--- config.mk ---
export PLATFORM = sky130hd
export DESIGN_NAME = des_salt_key_sched
export DESIGN_NICKNAME = d
export VERILOG_FILES = /design/src/rtl/des_salt_key_sched.sv
export SDC_FILE = /design/constraint.sdc
export NUM_CORES = 1
export LEC_CHECK = 0
export ABC_AREA = 1
export BUFFER_PORTS_ARGS = -buffer_cell sky130_fd_sc_hd__buf_2
export CORE_MARGIN = 8
export CORE_UTILIZATION = 53
export DETAILED_ROUTE_END_ITERATION = 6
export HOLD_SLACK_MARGIN = 0.12
export PLACE_DENSITY = 0.84
export SYNTH_ARGS = -nofsm -noshare
export SYNTH_HDL_FRONTEND = slang
export SYNTH_SLANG_ARGS = --single-unit
--- constraint.sdc ---
create_clock -name CLK -period 1.7 [get_ports CLK]
set_input_delay 0.17 -clock CLK [delete_from_list [all_inputs] [get_ports CLK]]
set_output_delay 0.17 -clock CLK [all_outputs]
set_load 0.01 [all_outputs]
--- src/rtl/des_salt_key_sched.sv ---
// DES subkey scheduler feeding the salted E-XOR round stage: streams {salt, Kn} for ITERATIONS passes.
// Define KSCHED_DECRYPT_EN to emit K16..K1 per pass instead of K1..K16.
module des_salt_key_sched #(
  parameter int ITERATIONS = 25
) (
  input  logic        CLK,
  input  logic        RESET_N,
  input  logic        LOAD,
  input  logic [55:0] KEY,
  input  logic [11:0] SALT,
  output logic [59:0] Y,
  output logic        Y_VALID,
  input  logic        Y_READY,
  output logic [3:0]  ROUND,
  output logic [4:0]  ITER,
  output logic        LAST,
  output logic        BUSY
);

  localparam int PC1_T [56] = '{
    57, 49, 41, 33, 25, 17,  9,  1, 58, 50, 42, 34, 26, 18,
    10,  2, 59, 51, 43, 35, 27, 19, 11,  3, 60, 52, 44, 36,
    63, 55, 47, 39, 31, 23, 15,  7, 62, 54, 46, 38, 30, 22,
    14,  6, 61, 53, 45, 37, 29, 21, 13,  5, 28, 20, 12,  4};

  localparam int PC2_T [48] = '{
    14, 17, 11, 24,  1,  5,  3, 28, 15,  6, 21, 10,
    23, 19, 12,  4, 26,  8, 16,  7, 27, 20, 13,  2,
    41, 52, 31, 37, 47, 55, 30, 40, 51, 45, 33, 48,
    44, 49, 39, 56, 34, 53, 46, 42, 50, 36, 29, 32};

  // bit i set where the encryption shift before K(i+1) is 2 rather than 1
  localparam logic [15:0] SHIFT2 = 16'h7EFC;

  typedef enum logic {IDLE, EMIT} state_t;

  function automatic logic [55:0] pc1(input logic [55:0] k7);
    logic [63:0] k;
    logic [55:0] r;
    for (int i = 0; i < 8; i++) k[63-8*i -: 8] = {k7[55-7*i -: 7], 1'b0};
    for (int i = 0; i < 56; i++) r[55-i] = k[64-PC1_T[i]];
    return r;
  endfunction

  function automatic logic [47:0] pc2(input logic [27:0] c, input logic [27:0] d);
    logic [55:0] cd;
    logic [47:0] r;
    cd = {c, d};
    for (int i = 0; i < 48; i++) r[47-i] = cd[56-PC2_T[i]];
    return r;
  endfunction

  function automatic logic [27:0] rotl(input logic [27:0] x, input logic two);
    return two ? {x[25:0], x[27:26]} : {x[26:0], x[27]};
  endfunction

`ifdef KSCHED_DECRYPT_EN
  function automatic logic [27:0] rotr(input logic [27:0] x, input logic two);
    return two ? {x[1:0], x[27:2]} : {x[0], x[27:1]};
  endfunction
`endif

  state_t      state, state_nx;
  logic [27:0] c_q, d_q, c_nx, d_nx, c_rot, d_rot;
  logic [55:0] cd_ld;
  logic [11:0] salt_q;
  logic        start, xfer;

  assign start = (state == IDLE) && LOAD;
  assign xfer  = Y_VALID && Y_READY;
  assign LAST  = (state == EMIT) && (ROUND == 4'd15) && (ITER == 5'(ITERATIONS - 1));

  // FSM: state register
  always_ff @(posedge CLK or negedge RESET_N)
    if (!RESET_N) state <= IDLE;
    else          state <= state_nx;

  // FSM: next state
  always_comb begin
    state_nx = state;
    case (state)
      IDLE:    if (LOAD) state_nx = EMIT;
      EMIT:    if (xfer && LAST) state_nx = IDLE;
      default: state_nx = IDLE;
    endcase
  end

  // FSM: outputs
  always_comb begin
    BUSY    = (state == EMIT);
    Y_VALID = (state == EMIT);
  end

  // Rotation data is independent of Y_READY; the handshake only reaches the enables.
  assign cd_ld = pc1(KEY);
  always_comb begin
`ifdef KSCHED_DECRYPT_EN
    c_rot = rotr(c_q, SHIFT2[~ROUND]);
    d_rot = rotr(d_q, SHIFT2[~ROUND]);
    c_nx  = start ? cd_ld[55:28] : c_rot;
    d_nx  = start ? cd_ld[27:0]  : d_rot;
`else
    c_rot = rotl(c_q, SHIFT2[ROUND + 4'd1]);
    d_rot = rotl(d_q, SHIFT2[ROUND + 4'd1]);
    c_nx  = start ? rotl(cd_ld[55:28], SHIFT2[0]) : c_rot;
    d_nx  = start ? rotl(cd_ld[27:0],  SHIFT2[0]) : d_rot;
`endif
  end

  always_ff @(posedge CLK or negedge RESET_N)
    if (!RESET_N) begin
      c_q    <= '0;
      d_q    <= '0;
      salt_q <= '0;
      Y      <= '0;
    end else if (start || xfer) begin
      c_q <= c_nx;
      d_q <= d_nx;
      Y   <= {start ? SALT : salt_q, pc2(c_nx, d_nx)};
      if (start) salt_q <= SALT;
    end

  always_ff @(posedge CLK or negedge RESET_N)
    if (!RESET_N) begin
      ROUND <= '0;
      ITER  <= '0;
    end else if (start || (xfer && LAST)) begin
      ROUND <= '0;
      ITER  <= '0;
    end else if (xfer) begin
      ROUND <= ROUND + 4'd1;
      if (ROUND == 4'd15) ITER <= ITER + 5'd1;
    end

endmodule

==> out/qor.csv, run 1 <==
metric,value,unit
grt_pass1_wl,22500,um
muxShareOfSynthArea,0,
yosysUniqueCellTypes,23,
skew,0.00968,ns
maxCapViolCount,0,
seq_area_frac_synth,0.382,
drt_pass1_iterations,4,
initial_core_util,0.536,
syn_avg_cell_area,7.01,um^2
die_h,114,um
cts_buffers,9,
grt_util_met2,0.333,
grt_remaining_overflow,0,
layout_commonest_cell,nand2_1,
critPathKind,register to output pin,
ys_warn_count,0,
instances_no_fill,959,
synth_top_area_frac,0.382,
antennaDiodeCount,0,
yosys.area_share.adder,0.00734,
synth_nets,805,
die-area,13100,um^2
fmax,614,MHz
clock_latency,0.35,ns
grt_start_max_net_pins,68,
post-route-util,0.629,
grt_usage,0.210,
vdd_drop_max,0.000782,V
gp_congestion,0.868,
synth-seq-cells,78,
status,finished clean,
synth.area.top_cells,"dfrtp_1 38%, nand2_1 17%, nand3_1 15%",
dp_hpwl,9430,um
drc,0,
synth_top_family_by_area,simple AND/OR/NAND/NOR gates,
cts-root-buf,clkbuf_8,
viasPerCell,5.20,
grt.met3_usage,0.0559,
drt_iter0_markers,294,
hold_violations,0,
avgRoutedWirePerCell,14.5,um
vias,4988,
drtAntennaViolNets,0,
period_minus_slack,1.63,ns
rsz0062_at_grt,true,
yosys.area.top_type,dfrtp_1,
groute.layer.met1.usage,0.269,
startpoint_type,register,
crit_fanout,4,
antenna_found_initial,0,
final_nets,896,
num_io_pins,144,
setup_viol,0,
cts.sinks,78,
fp.dieW,114,um
wl,13900,um
relSlewSlack,0.705,
min_path_type,input pin to register,
layout-drive-gt1-share,0.254,
cts_tree,done,
rows,36,
synthXorXnorAreaFrac,0.00342,
layout_common_cells,"224 x nand2_1, 151 x nand3_1, 142 x buf_2",
h-tree-depth,3,
worstMarginPinSlew,0.442,ns
clockBufferDepth,2,
p_per_area,1410,nW/um^2
period_share,0.958,
cp-end-kind,output pin,
leakage,0.00347,uW
cp.arrival,1.46,ns
grt_pass1_vias,4699,
yosys.area_share.simple,0.456,
rrSetupSlack,0.11,ns
busiest_layer,met2,
core_area,9550,um^2
synth_compound_area_frac,0.00734,
worstPathRequired,1.53,ns
synthesis.area,5110,um^2
area_growth,17.5,%
finalMaxSlewViolations,0,
path_clk_slew,0.09,ns
port_buffers,143,
syn-instance-count,730,
dp.cells,925,
state kept, by name, indices dropped and copies added (netlist names):
register  count
Y            60
BUSY          1
ROUND         4
d_q           4
c_q           4
ITER          5
Yosys cell counts (all sizes together):
cell type and n:
clkbuf 11, buf 88, nor3b 1, xor2 2, nor3 2, dfrtp 78
o21ai 5, clkinv 1, and3 2, nand4 3, o22ai 2, nand2 229
nor2 118, nand3b 2, inv 12, ha 3, nand3 171
path summary, 6_finish.rpt:
path / depth (start not counted) / startpoint / endpoint
worst max-delay path: 5 / ITER[0] / LAST
worst min-delay path: 5 / KEY[2] / Y[11]
worst max register to register: 8 / ROUND[0] / Y[32]
worst min register to register: 2 / Y[55] / Y[55]
max in group asynchronous: 3 / RESET_N / Y[43]
min in group asynchronous: 2 / RESET_N / Y[10]
critical path: stages (launching register included):
cell     delay, ns
dfrtp_1       0.37
inv_1         0.08
ha_1          0.20
and3_1        0.19
and3_1        0.13
buf_2         0.14
layer usage:
| metal | wire (um) | vias to the layer above |
|---|---|---|
| met5 | 0 | - |
| met4 | 255 | 0 |
| met3 | 1330 | 23 |
| met2 | 6430 | 240 |
| met1 | 5910 | 2254 |
| li1 | - | 2471 |
kinds of logic (layout without fill, tap and decap cells):
| kind of cell | count (synthesis) | count (layout) |
|---|---|---|
| adders and majority gates | 3 | 3 |
| DFF | 78 | 78 |
| AOI/OAI and AO/OA | 7 | 7 |
| and+or+nand+nor | 528 | 528 |
| xor gates and xnor gates | 2 | 2 |
| buffers and inverters | 112 | 208 |
what timing repair did:
action / in CTS / in global routing
pin swaps: 0 / 1
endpoints found under the setup margin: 1 / 11
hold endpoints to repair: 43 / 0
hold buffers: 14 / 0
gates cloned: 0 / 2
buffers inserted: 1 / 1
resized for setup: 0 / 6
area by class of cell:
class	instances	area, um^2
Inverter	13	50.0
Clock buffer	10	128
Tap cell	133	166
Fill cell	903	3540
Clock inverter	6	86.3
Multi-Input combinational cell	540	2450
Timing Repair Buffer	179	1180
Sequential cell	78	1950
stage by stage:
step	setup TNS [ns]	cell area [um^2]	setup slack [ns]	hold WS (ns)	total power, uW
global route	-0.253	6010	-0.0417	0.162	9060
detailed placement	0	5560	0.0491	0.149	6590
floorplan	0	5110	0.136	-0.126	5910
CTS	0	5920	0.0320	0.142	8150
global placement	0	5560	0.147	0.147	6520
finish	0	6010	0.0722	0.146	8470
where the power goes:
group,total (uW),internal (uW),switching [uW]
Clock,1520,826,696
Combinational,4070,1690,2380
Sequential,2890,2330,557
Total,8470,4840,3630
(Power assumes the default switching activity.)
==> inputs of run 2 (changes only) <==
CORE_ASPECT_RATIO = 0.8   (was default)
CORE_MARGIN = 3   (was 8)
==> out/qor.csv, run 2 (synthesized netlist as in run 1, its figures left out) <==
metric,value,unit,change
status,finished clean,,
seqPwrFrac,0.307,,-0.034
layout_common_cells,"221 x nand2_1, 148 x nand3_1, 142 x buf_2",,
vias,5268,,+5.6%
grt_pass1_vias,4612,,-1.9%
die-area,10900,um^2,-17%
slowest_stage,dfrtp_1,,
grt_remaining_overflow,0,,unchanged
layout_commonest_cell,nand2_1,,
hold_violations,0,,unchanged
critPathKind,register to register,,
die_h,93.9,um,-18%
skew,0.00843,ns,-0.00125 ns
antenna_found_initial,0,,unchanged
path_clk_slew,0.06,ns,-0.03 ns
viasPerCell,5.56,,+6.8%
crit_fanout,7,,+3
crit_buf_inv,2,,unchanged
setup_viol,0,,unchanged
cts_buffers,9,,unchanged
power_frac_clock,0.220,,+0.040
finalMaxSlewViolations,0,,unchanged
antennaDiodeCount,0,,unchanged
drt_iter0_markers,552,,+88%
sw_frac_of_total,0.419,,-0.00931
cp-end-kind,register,,
largest_reg_flops,60,,unchanged
cp_slowest_stage_delay,0.41,ns,+0.04 ns
period_minus_slack,1.69,ns,+0.0625 ns
vdd_drop_max,0.000906,V,+16%
p_sw,4020,uW,+11%
clock_latency,0.34,ns,about the same
worstPathRequired,1.93,ns,+0.40 ns
cts.sinks,78,,unchanged
cp.arrival,1.92,ns,+0.46 ns
grt_start_max_net_pins,66,,-2.9%
gp_congestion,0.888,,+2.3%
final_nets,903,,+0.78%
port_buffers,143,,unchanged
h-tree-depth,3,,unchanged
largest_register,Y,,
startpoint_type,register,,
fmax,592,MHz,-3.7%
min_path_type,input pin to register,,
dp_hpwl,9080,um,-3.7%
drc,0,,unchanged
relSlewSlack,0.616,,-0.0894
grt_pass1_wl,22800,um,+1.3%
p_per_area,1530,nW/um^2,+8.8%
cts_tree,done,,
clockBufferDepth,2,,unchanged
drt_pass1_iterations,7,,+3
area_growth,22.1,%,
reg.largest.list,"Y x60, ITER x5",,
initial_core_util,0.554,,+0.0184
maxCapViolCount,0,,unchanged
regArea,1950,um^2,about the same
wl,15000,um,+8.0%
multi_input_area,2500,um^2,+2.0%
comb_power_share,0.473,,-0.007
avgRoutedWirePerCell,15.9,um,+9.2%
grt_usage,0.261,,+0.0518
crit_chain,ha_4 -> inv_1 -> nand2_2 -> nand2_2 -> nor2_4 -> nand2_8 -> clkbuf_16 -> nand3_1 -> nand3_1 -> nand2_1 -> nand2_1,,
leakage,0.00357,uW,+2.9%
worstMarginPinSlew,0.576,ns,+0.134 ns
core_area,9230,um^2,-3.3%
fin_setup_tns,0,ns,unchanged
cts-root-buf,clkbuf_16,,
period_share,0.994,,+0.0368
instances_no_fill,948,,-1.1%
p_int,5570,uW,+15%
rows,31,,-14%
dp.cells,904,,-2.3%
num_io_pins,144,,unchanged
fp.dieW,116,um,+1.4%
critical-path-top-delay-family,simple AND/OR/NAND/NOR gates,,
layout-drive-gt1-share,0.273,,+0.0183
drtAntennaViolNets,0,,unchanged
fill_cells,730,,-19%
run 2: cell types whose count changed in the layout (fill, tap and decap cells not counted), sizes merged:
cell,before,now
clkbuf,12,15
clkinvlp,1,3
buf,163,168
clkinv,4,1
run 2: what timing repair did:
item,in CTS,in global routing
setup buffers,0,7
endpoints found under the setup margin,0,53
hold endpoints to repair,47,0
gates resized for setup,0,20
hold buffers,14,0
run 2: worst min-delay path, delay by kind of cell:
family / cells / cell delay (ns)
and+or+nand+nor: 4 / 0.22
buffers and inverters: 1 / 0.07
run 2: path summary, 6_finish.rpt:
check | depth (start not counted) | slack [ns] | from | endpoint
max | 11 | 0.01 | ROUND[1] | c_q[19]
min | 5 | 0.16 | KEY[30] | Y[12]
max reg2reg | 11 | 0.01 | ROUND[1] | c_q[19]
min reg2reg | 2 | 0.49 | Y[52] | Y[52]
max in group asynchronous | 3 | 0.77 | RESET_N | Y[5]
min in group asynchronous | 2 | 0.32 | RESET_N | Y[44]
run 2: area by class of cell:
cell class | count | share of cell area
clock inverters | 5 | 0.0132
clock buffers | 11 | 0.0389
flip-flops and latches | 78 | 0.313
multi-input cells | 540 | 0.400
well taps | 115 | 0.0230
inverters | 13 | 0.00801
repair buffers | 186 | 0.205
run 2: stage by stage:
| stage | hold slack [ns] | total power [uW] | utilization | area [um^2] | setup WS, ns |
|---|---|---|---|---|---|
| 6_report | 0.157 | 9590 | 0.677 | 6250 | 0.00963 |
| 5_1_grt | 0.166 | 10200 | 0.677 | 6250 | -0.0851 |
| 4_1_cts | 0.151 | 8690 | 0.648 | 5980 | 0.0320 |
| 3_5_place_dp | 0.153 | 6550 | 0.598 | 5520 | 0.0786 |
| 3_3_place_gp | 0.148 | 6400 | 0.598 | 5520 | 0.155 |
| 2_1_floorplan | -0.126 | 5910 | - | 5110 | 0.136 |
run 2: power groups by stage:
stage,logic (uW),registers [uW],clock network [uW]
2_1_floorplan,3090,2810,0
3_3_place_gp,3510,2890,0
3_5_place_dp,3640,2910,0
4_1_cts,3670,2890,2130
5_1_grt,4930,3010,2220
6_report,4530,2950,2110
run 2: layer usage:
metal	share of wire	GRT usage
met1	0.40	0.371
met2	0.46	0.385
met3	0.12	0.0798
met4	0.020	0.0792
met5	0	0
==> inputs of run 3 (changes only) <==
ABC_AREA = default   (was 1)
CORE_UTILIZATION = 50   (was 53)
PLACE_DENSITY = 0.79   (was 0.84)
==> out/qor.csv, run 3 <==
metric,value,unit,change
status,finished with violations,,
violations,negative setup slack,,
crit_fanout,29,,+22
core_area,10600,um^2,+15%
yosys.area.top_type,dfrtp_1,,
final_nets,827,,-8.4%
viasPerCell,6.19,,+11%
skew,0.00619,ns,-0.00224 ns
min_path_type,input pin to register,,
die_h,100,um,+7.0%
sw_frac_of_total,0.406,,-0.0133
dp.cells,859,,-5.0%
syn_avg_cell_area,8.45,um^2,+21%
period_minus_slack,1.72,ns,+0.0330 ns
seq_area_frac_synth,0.350,,-0.0317
synth-async-reset-ratio,1.00,,unchanged
seqPwrFrac,0.380,,+0.073
critPathKind,register to register,,
synth_nets,735,,-8.7%
drtAntennaViolNets,0,,unchanged
num_io_pins,144,,unchanged
layout_commonest_cell,buf_2,,
worstReg2RegEnd,d_q[13],,
initial_core_util,0.528,,-0.0264
cp_slowest_stage_delay,0.58,ns,+0.17 ns
synth_common_cells,"104 x nand3_1, 85 x nand2_1, 78 x dfrtp_1",,
cp.arrival,1.92,ns,about the same
drt_pass1_iterations,5,,-2
synthesis.area,5580,um^2,+9.1%
wl,16500,um,+9.5%
hold_violations,0,,unchanged
instances_no_fill,897,,-5.4%
layout-drive-gt1-share,0.308,,+0.0353
grt_usage,0.257,,-0.00482
layout_common_cells,"140 x buf_2, 97 x nand3_1, 85 x nand2_1",,
dp_hpwl,10500,um,+16%
cp-end-kind,register,,
largest_reg_flops,60,,unchanged
leakage,0.00336,uW,-6.0%
regToRegStartpoint,ROUND[1],,
p_per_area,1290,nW/um^2,-16%
rrSetupSlack,-0.02,ns,-0.03 ns
synth.area.top_cells,"dfrtp_1 35%, mux2i_1 9.7%, nand3_1 9.3%",,
synth-seq-cells,78,,unchanged
cts_buffers,9,,unchanged
fmax,580,MHz,-1.9%
startpoint_type,register,,
hold-path-cell-count,5,,unchanged
grt_pass1_wl,26200,um,+15%
grt_start_max_net_pins,58,,-12%
rows,33,,+6.5%
vias,5553,,+5.4%
setup_viol,7,,+7
maxCapViolCount,0,,unchanged
r2r_cells,5,,-6
clock_latency,0.33,ns,about the same
min_from,KEY[22],,
p_sw,3540,uW,-12%
path_clk_slew,0.06,ns,about the same
drt_iter0_markers,813,,+47%
holdWs,0.205,ns,+0.0481 ns
antenna_found_initial,0,,unchanged
stdcell_area,6750,um^2,+8.1%
yosysUniqueCellTypes,42,,+83%
ys.flop_type,dfrtp_1,,
cts_tree,done,,
p_int,5170,uW,-7.0%
dpl_cell_area,6160,um^2,+12%
vdd_drop_max,0.000592,V,-35%
min_to,Y[9],,
gp_congestion,0.840,,-5.4%
rsz0062_at_grt,true,,
cts.sinks,78,,unchanged
avgRoutedWirePerCell,18.3,um,+16%
relSlewSlack,0.636,,+0.0200
comb_power_share,0.413,,-0.060
grt_remaining_overflow,0,,unchanged
synth_top_area_frac,0.350,,-0.0317
worstPathRequired,1.90,ns,-0.03 ns
cts-root-buf,clkbuf_16,,
power_frac_clock,0.207,,-0.013
ys_warn_count,0,,unchanged
synth_edf_count,0,,unchanged
period_share,1.01,,+0.0194
reg.largest.list,"Y x60, ITER x5",,
port_buffers,143,,unchanged
largest_register,Y,,
crit_chain,ha_4 -> or4_4 -> buf_12 -> nand4_1 -> nand3_1,,
finalMaxSlewViolations,0,,unchanged
die-area,12500,um^2,+15%
drc,0,,unchanged
yosysMostFrequentCell,nand3_1,,
clockBufferDepth,2,,unchanged
fin_setup_tns,-0.0789,ns,-0.0789 ns
layout_setup_ws,-0.0234,ns,-0.0330 ns
post-route-util,0.639,,-0.0379
grt_pass1_vias,5200,,+13%
syn-instance-count,660,,-9.6%
area_growth,21.0,%,
worstMarginPinSlew,0.546,ns,-0.0301 ns
fp.dieW,124,um,+7.1%
slowest_stage,or4_4,,
antennaDiodeCount,0,,unchanged
h-tree-depth,3,,unchanged
[run 3: repair_timing]
item | in CTS | in global routing
gates cloned | 0 | 1
hold buffers | 15 | 0
gates resized for setup | 4 | 18
hold endpoints to repair | 92 | 0
pin swaps | 1 | 8
buffers inserted | 1 | 5
endpoints found under the setup margin | 8 | 59
[run 3: how the worst max path moves through the flow]
stage | startpoint | endpoint | slack [ns] | cells after the start
final | ROUND[1] | d_q[13] | -0.02 | 5
after global placement | ROUND[1] | Y[40] | 0.05 | 5
after detailed placement | ROUND[1] | Y[43] | 0.004 | 5
after floorplan | ROUND[0] | d_q[13] | 0.0001 | 6
after global routing | ROUND[1] | d_q[13] | -0.08 | 5
after CTS | ROUND[1] | d_q[2] | -0.02 | 5
[run 3: cell type report]
class / instances / area, um^2
Inverter: 3 / 11.3
Tap cell: 140 / 175
Timing Repair Buffer: 195 / 1320
Clock inverter: 4 / 25.0
Sequential cell: 78 / 1960
Clock buffer: 12 / 246
Multi-Input combinational cell: 465 / 3010
Fill cell: 885 / 3820
[run 3: power groups by stage]
stage	clock, uW	combinational (uW)	sequential (uW)
2_1_floorplan	0	2710	3120
3_3_place_gp	0	3260	3270
3_5_place_dp	0	3370	3300
4_1_cts	1800	3420	3270
5_1_grt	1890	3950	3410
6_report	1800	3600	3310
[run 3: cell families (layout without fill, tap and decap cells)]
kind of cell | count (synthesis) | in the layout | share of synthesized area
buffers and inverters | 117 | 214 | 0.132
AND/OR/NAND/NOR | 299 | 299 | 0.270
XOR/XNOR | 1 | 1 | 0.00157
flip-flops | 78 | 78 | 0.350
multiplexers | 54 | 54 | 0.0969
AO/OA/AOI/OAI | 108 | 108 | 0.142
adder cells (fa/ha/maj) | 3 | 3 | 0.00673
[run 3: critical path, delay by kind of cell (launching register included)]
family                     cells  cell delay, ns
and+or+nand+nor                3            0.76
adders and majority gates      1            0.19
DFF                            1            0.43
buffers and inverters          1            0.19
[run 3: metrics by stage]
step                setup slack (ns)  power [uW]
floorplan                   0.000144        5830
global placement              0.0473        6520
detailed placement           0.00404        6660
CTS                          -0.0198        8490
global route                 -0.0842        9260
finish                       -0.0234        8710
[run 3: metal layers]
metal	up-vias	share of wire	wire, um	track usage
met5	-	0	0	0
met2	284	0.49	7990	0.419
li1	2574	-	-	-
met4	0	0.012	204	0.0598
met3	27	0.081	1340	0.0494
met1	2668	0.42	6930	0.355
